--- src/rtl/ltc2333_sdo_capture.sv ---
// LTC2333 SDO deserialiser: samples SDO on delayed SCKI rises, checks the channel
// sequence and queues 24-bit result words toward an AXI4-Stream master.
module ltc2333_sdo_capture #(
   parameter int FIFO_DEPTH   = 16,
   parameter int SAMPLE_DELAY = 1,
   parameter int CNT_WIDTH    = 16
) (
   input  logic                 clk,
   input  logic                 aresetn,
   input  logic                 enable,
   input  logic [7:0]           active_channels,
   input  logic                 clear_status,
   input  logic                 cnv,
   input  logic                 scki,
   input  logic                 sdo,
   output logic [31:0]          m_axis_tdata,
   output logic                 m_axis_tvalid,
   input  logic                 m_axis_tready,
   output logic                 m_axis_tlast,
   output logic                 seq_error,
   output logic [CNT_WIDTH-1:0] overflow_count,
   output logic [CNT_WIDTH-1:0] abort_count,
   output logic [CNT_WIDTH-1:0] frame_count
);

   // state   | meaning
   // S_IDLE  | waiting for a cnv rise with a non-empty channel mask
   // S_ARMED | mask latched, waiting for the first scki rise
   // S_SHIFT | collecting SDO bits MSB first
   // S_PUSH  | word complete: enqueue, check chan_id, advance or finish frame

   localparam int AW = $clog2(FIFO_DEPTH);
   localparam int PW = (SAMPLE_DELAY > 0) ? SAMPLE_DELAY : 1;
   localparam logic [CNT_WIDTH-1:0] CNT_MAX = '1;

   typedef enum logic [1:0] {S_IDLE, S_ARMED, S_SHIFT, S_PUSH} state_t;
   state_t state;

   logic          sdo_s1, sdo_s2, scki_d, cnv_d;
   logic [PW-1:0] rise_pipe;
   logic          scki_rise, cnv_rise, sample_pulse;
   logic [7:0]    mask_rem;
   logic [4:0]    bit_idx;
   logic [23:0]   shift_reg;
   logic [2:0]    exp_ch;
   logic          last_word, push_req, push_ok, pop, fifo_full;
   logic [31:0]   word_fmt;
   logic [32:0]   mem [FIFO_DEPTH];
   logic [AW-1:0] wr_ptr, rd_ptr;
   logic [AW:0]   count;

   assign scki_rise    = scki & ~scki_d;
   assign cnv_rise     = cnv & ~cnv_d;
   assign sample_pulse = (SAMPLE_DELAY == 0) ? scki_rise : rise_pipe[PW-1];

   always_ff @(posedge clk) begin
      if (!aresetn) begin
         sdo_s1 <= 1'b0;
         sdo_s2 <= 1'b0;
         scki_d <= 1'b0;
         cnv_d  <= 1'b0;
      end else begin
         sdo_s1 <= sdo;
         sdo_s2 <= sdo_s1;
         scki_d <= scki;
         cnv_d  <= cnv;
      end
   end

   // Remaining mask holds the channels not yet received; its lowest set bit is the next one due.
   always_comb begin
      exp_ch = 3'd0;
      for (int i = 7; i >= 0; i--) begin
         if (mask_rem[i]) exp_ch = 3'(i);
      end
   end

   assign last_word = (mask_rem & (mask_rem - 8'd1)) == 8'd0;
   assign word_fmt  = {2'b00, shift_reg[2:0], shift_reg[5:3], 6'b000000, shift_reg[23:6]};
   assign push_req  = (state == S_PUSH) && enable;
   assign pop       = m_axis_tvalid && m_axis_tready;
   assign fifo_full = count == (AW+1)'(FIFO_DEPTH);
   assign push_ok   = push_req && (!fifo_full || pop);

   always_ff @(posedge clk) begin
      if (!aresetn) begin
         state          <= S_IDLE;
         rise_pipe      <= '0;
         mask_rem       <= '0;
         bit_idx        <= '0;
         shift_reg      <= '0;
         seq_error      <= 1'b0;
         overflow_count <= '0;
         abort_count    <= '0;
         frame_count    <= '0;
      end else begin
         rise_pipe <= (rise_pipe << 1) | PW'(scki_rise);
         if (!enable) begin
            state <= S_IDLE;
         end else begin
            case (state)
               S_IDLE: begin
                  if (cnv_rise && active_channels != 8'd0) begin
                     state     <= S_ARMED;
                     mask_rem  <= active_channels;
                     bit_idx   <= 5'd23;
                     rise_pipe <= '0;
                  end
               end
               S_ARMED, S_SHIFT: begin
                  if (cnv_rise) begin
                     if (abort_count != CNT_MAX) abort_count <= abort_count + 1'b1;
                     state     <= (active_channels != 8'd0) ? S_ARMED : S_IDLE;
                     mask_rem  <= active_channels;
                     bit_idx   <= 5'd23;
                     rise_pipe <= '0;
                  end else if (sample_pulse) begin
                     shift_reg <= {shift_reg[22:0], sdo_s2};
                     if (bit_idx == 5'd0) begin
                        state <= S_PUSH;
                     end else begin
                        bit_idx <= bit_idx - 5'd1;
                        state   <= S_SHIFT;
                     end
                  end else if (scki_rise) begin
                     state <= S_SHIFT;
                  end
               end
               S_PUSH: begin
                  if (exp_ch != shift_reg[5:3]) seq_error <= 1'b1;
                  if (!push_ok && overflow_count != CNT_MAX) overflow_count <= overflow_count + 1'b1;
                  if (last_word) frame_count <= frame_count + 1'b1;
                  bit_idx <= 5'd23;
                  // A cnv rise landing on the push cycle still keeps the completed word.
                  if (cnv_rise) begin
                     if (!last_word && abort_count != CNT_MAX) abort_count <= abort_count + 1'b1;
                     mask_rem  <= active_channels;
                     rise_pipe <= '0;
                     state     <= (active_channels != 8'd0) ? S_ARMED : S_IDLE;
                  end else begin
                     mask_rem <= mask_rem & (mask_rem - 8'd1);
                     state    <= last_word ? S_IDLE : S_SHIFT;
                  end
               end
               default: state <= S_IDLE;
            endcase
         end
         if (clear_status) begin
            seq_error      <= 1'b0;
            overflow_count <= '0;
            abort_count    <= '0;
            frame_count    <= '0;
         end
      end
   end

   always_ff @(posedge clk) begin
      if (!aresetn) begin
         wr_ptr <= '0;
         rd_ptr <= '0;
         count  <= '0;
      end else begin
         if (push_ok) wr_ptr <= wr_ptr + 1'b1;
         if (pop) rd_ptr <= rd_ptr + 1'b1;
         case ({push_ok, pop})
            2'b10:   count <= count + 1'b1;
            2'b01:   count <= count - 1'b1;
            default: count <= count;
         endcase
      end
   end

   always_ff @(posedge clk) begin
      if (push_ok) mem[wr_ptr] <= {last_word, word_fmt};
   end

   assign m_axis_tvalid = count != '0;
   assign m_axis_tdata  = m_axis_tvalid ? mem[rd_ptr][31:0] : 32'd0;
   assign m_axis_tlast  = m_axis_tvalid & mem[rd_ptr][32];

endmodule

--- config.mk ---
export PLATFORM = sky130hd
export DESIGN_NAME = ltc2333_sdo_capture
export DESIGN_NICKNAME = d
export VERILOG_FILES = /design/src/rtl/ltc2333_sdo_capture.sv
export SDC_FILE = /design/constraint.sdc
export NUM_CORES = 1
export LEC_CHECK = 0
export CORE_MARGIN = 4
export CORE_UTILIZATION = 45
export CTS_CLUSTER_DIAMETER = 40
export DETAILED_ROUTE_END_ITERATION = 8
export DONT_BUFFER_PORTS = 1
export RECOVER_POWER = 100
export SYNTH_ARGS = -nofsm -noshare
export SYNTH_HDL_FRONTEND = slang
export SYNTH_SLANG_ARGS = --single-unit
--- constraint.sdc ---
create_clock -name clk -period 5.11 [get_ports clk]
set_input_delay 1.022 -clock clk [delete_from_list [all_inputs] [get_ports clk]]
set_output_delay 1.022 -clock clk [all_outputs]
set_load 0.02 [all_outputs]
==> flow_summary_export.csv <==
group,metric,value,unit
pwr,power_density,449,nW/um2
route,vias_per_cell,5.63,
pwr,p_int,7960,uW
run_status,outcome,"complete, but fails checks",
clocking,clk_pin_slew,50,ps
setup_path,timing.rr.end,"mem[10][0]",
cells_and_area,largest_reg_flops,400,
yosys,avgSynthCellArea,16.8,um2
worst_hold_path,min-delay-start,"sdo_s1",
grt,grt_start_max_net_pins,60,
setup_path,reg2reg_depth,6,
grt,track_usage,0.185,
die,fp.dieH,221,um
clocking,hold_buffers,0,
pwr,ir_drop,0.251,mV
setup_path,ff2ff_setup_slack,600,ps
job,drv_cap,14,
timing,fin_skew,29.7,ps
setup_path,start_kind,"register",
timing,tns,0,ps
pwr,p_sw_frac,0.244,
clocking,cts_sinks,510,
cells_and_area,syn_to_final_growth,14.7,%
pwr,power.share.combinational,0.102,
grt,antenna_found_initial,0,
die,die_area,48900,um2
cells_and_area,final_layout_size_suffix_gt1_frac,0.208,
placement,portBuffers,0,
clocking,cts-root-buf,"clkbuf_16",
pwr,p_sw,2560,uW
setup_path,worstPathArrival,4790,ps
clocking,cts_tree,"built",
yosys,synth_edf_count,400,
timing,slew_violations,305,
die,die_w,221,um
pwr,power_leakage,0.00798,uW
yosys,synth_seq_cells,510,
cells_and_area,final_design_area_no_fill,23400,um2
clocking,clk_path_buf_depth,3,
setup_path,crit_chain,"ha_1, nand2_1, a21oi_1, nand2_1, nor2_1, buf_4",
yosys,seq_area_frac_synth,0.696,
grt,grt_overflow_total,0,
cells_and_area,mostFrequentLayoutCell,"edfxtp_1",
cells_and_area,final_cell_mix,"edfxtp_1 (400), mux4_2 (125), dfxtp_1 (106)",
setup_path,slowest_stage,"nor2_1",
timing,rsz0062_at_grt,"no",
clocking,ctsHtreeMaxLevel,3,
worst_hold_path,worstHoldEndpoint,"sdo_s2",
timing,timing.final.crit_share,0.883,
setup_path,required,5390,ps
route,firstDrtPassIters,5,
clocking,postCtsResizedCells,0,
worst_hold_path,whs_path_depth,1,
yosys,syn_inst,1218,
placement,gp_congestion,0.751,
timing,tightest_slew,2380,ps
setup_path,critical_path_class,"reg -> reg",
yosys,synth-main-ff-cell,"edfxtp_1",
placement,place_area,21300,um2
yosys,yosysUniqueCellTypes,57,
clocking,cts_setup_buffers,0,
timing,max_freq,222,MHz
grt,grt_pass1_wl,69600,um
setup_path,end_kind,"register",
worst_hold_path,hold_class,"reg -> reg",
timing,hold_viol_final,0,
yosys,synth_async_sr_flop_share,0,
clocking,worstSkewPairLatency,590,ps
yosys,mappedNetlistArea,20400,um2
cells_and_area,antenna_cells,0,
die,initial_utilization,0.459,
die,pin_count,99,
route,wirelength,45500,um
setup_path,rr_startpoint,"state[1]",
route,drc,0,
setup_path,slowest_delay,1780,ps
yosys,yosys_warnings,0,
route,ant_nets,0,
cells_and_area,final_nets,1292,
timing,setup_viol,0,
pwr,clockPowerShare,0.464,
grt,grt_pass1_vias,11200,
pwr,pwr-share-seq,0.434,
route,drtIter0Drc,976,
timing,layout_min_cycle_time,4510,ps
route,num_vias,10800,
route,wl_per_cell,23.8,um
clocking,cts_buffers,70,
setup_path,critPathMaxFanout,16,
timing,slew_headroom,-0.587,
die,num_rows,77,
die,core-area,44500,um2
setup_path,crit_top_cell,"nand2_1",
placement,dpl.hpwl,25500,um
run_status,violations,"capacitance limit, slew limit",
-- kinds of logic after synthesis --
kind of cell | count (synthesis) | synth area share
mux | 128 | 0.139
simple gates | 315 | 0.0771
compound gates | 116 | 0.0393
fa+ha+maj | 18 | 0.0113
other cells | 1 | 0.000184
buf+inv | 86 | 0.0186
xor+xnor | 44 | 0.0189
flops | 510 | 0.696
-- metrics by stage --
stage | cells | power [uW] | setup WS (ps) | utilization | hold slack, ps
6_report | 1909 | 10500 | 599 | 0.527 | 447
5_1_grt | 1909 | 10900 | 333 | 0.527 | 465
4_1_cts | 1909 | 10700 | 767 | 0.531 | 454
3_5_place_dp | 1779 | 5790 | 1390 | 0.477 | 433
3_3_place_gp | 1779 | 5770 | 1400 | 0.477 | 432
2_1_floorplan | 1225 | 5500 | 811 | - | 412
-- worst max-delay path by stage --
| stage | from | to | slack (ps) | cells past startpoint |
|---|---|---|---|---|
| finish | state[1] | mem[10][0] | 600 | 6 |
| global route | state[1] | mem[10][0] | 330 | 6 |
| CTS | register | m_axis_tdata[26] | 770 | 4 |
| detailed placement | register | m_axis_tdata[26] | 1390 | 4 |
| global placement | register | m_axis_tdata[26] | 1400 | 4 |
| floorplan | enable | mem[3][0] | 810 | 5 |
-- synth_stat cells (18+ instances only) --
master    instances  area, um2
and2_1           39        244
a21oi_1          28        140
inv_1            18       67.6
a21boi_0         37        278
o21ai_0          18       90.1
nand3_1          25        125
clkbuf_1         39        146
nor2_1           61        229
edfxtp_1        400      12000
xor2_1           19        166
dfxtp_1         110       2200
nand2_1         100        375
mux4_2          125       2820
xnor2_1          25        219
-- power groups by stage --
stage               Sequential [uW]  Combinational [uW]  Clock [uW]
floorplan                      4560                 942           0
global placement               4660                1110           0
detailed placement             4660                1130           0
CTS                            4570                1130        4970
global route                   4580                1180        5160
finish                         4570                1070        4880
-- layout make-up --
class / instances / area (um2)
fill: 3627 / 21100
clock buffer: 81 / 1840
tap: 592 / 741
clock inverter: 49 / 543
sequential: 510 / 14200
timing repair buffer: 29 / 175
inverter: 19 / 71.3
multi-input combinational: 629 / 5840
-- critical path, delay by kind of cell, from the launching register on --
family / cells / cell delay (ps)
buf+inv: 1 / 440
flops: 1 / 340
fa+ha+maj: 1 / 380
simple gates: 3 / 2410
compound gates: 1 / 630
-- layer usage --
metal | share of wire | GRT usage
met1 | 0.43 | 0.256
met2 | 0.49 | 0.300
met3 | 0.060 | 0.0435
met4 | 0.020 | 0.0491
met5 | 0 | 0
(Power assumes the default switching activity.)
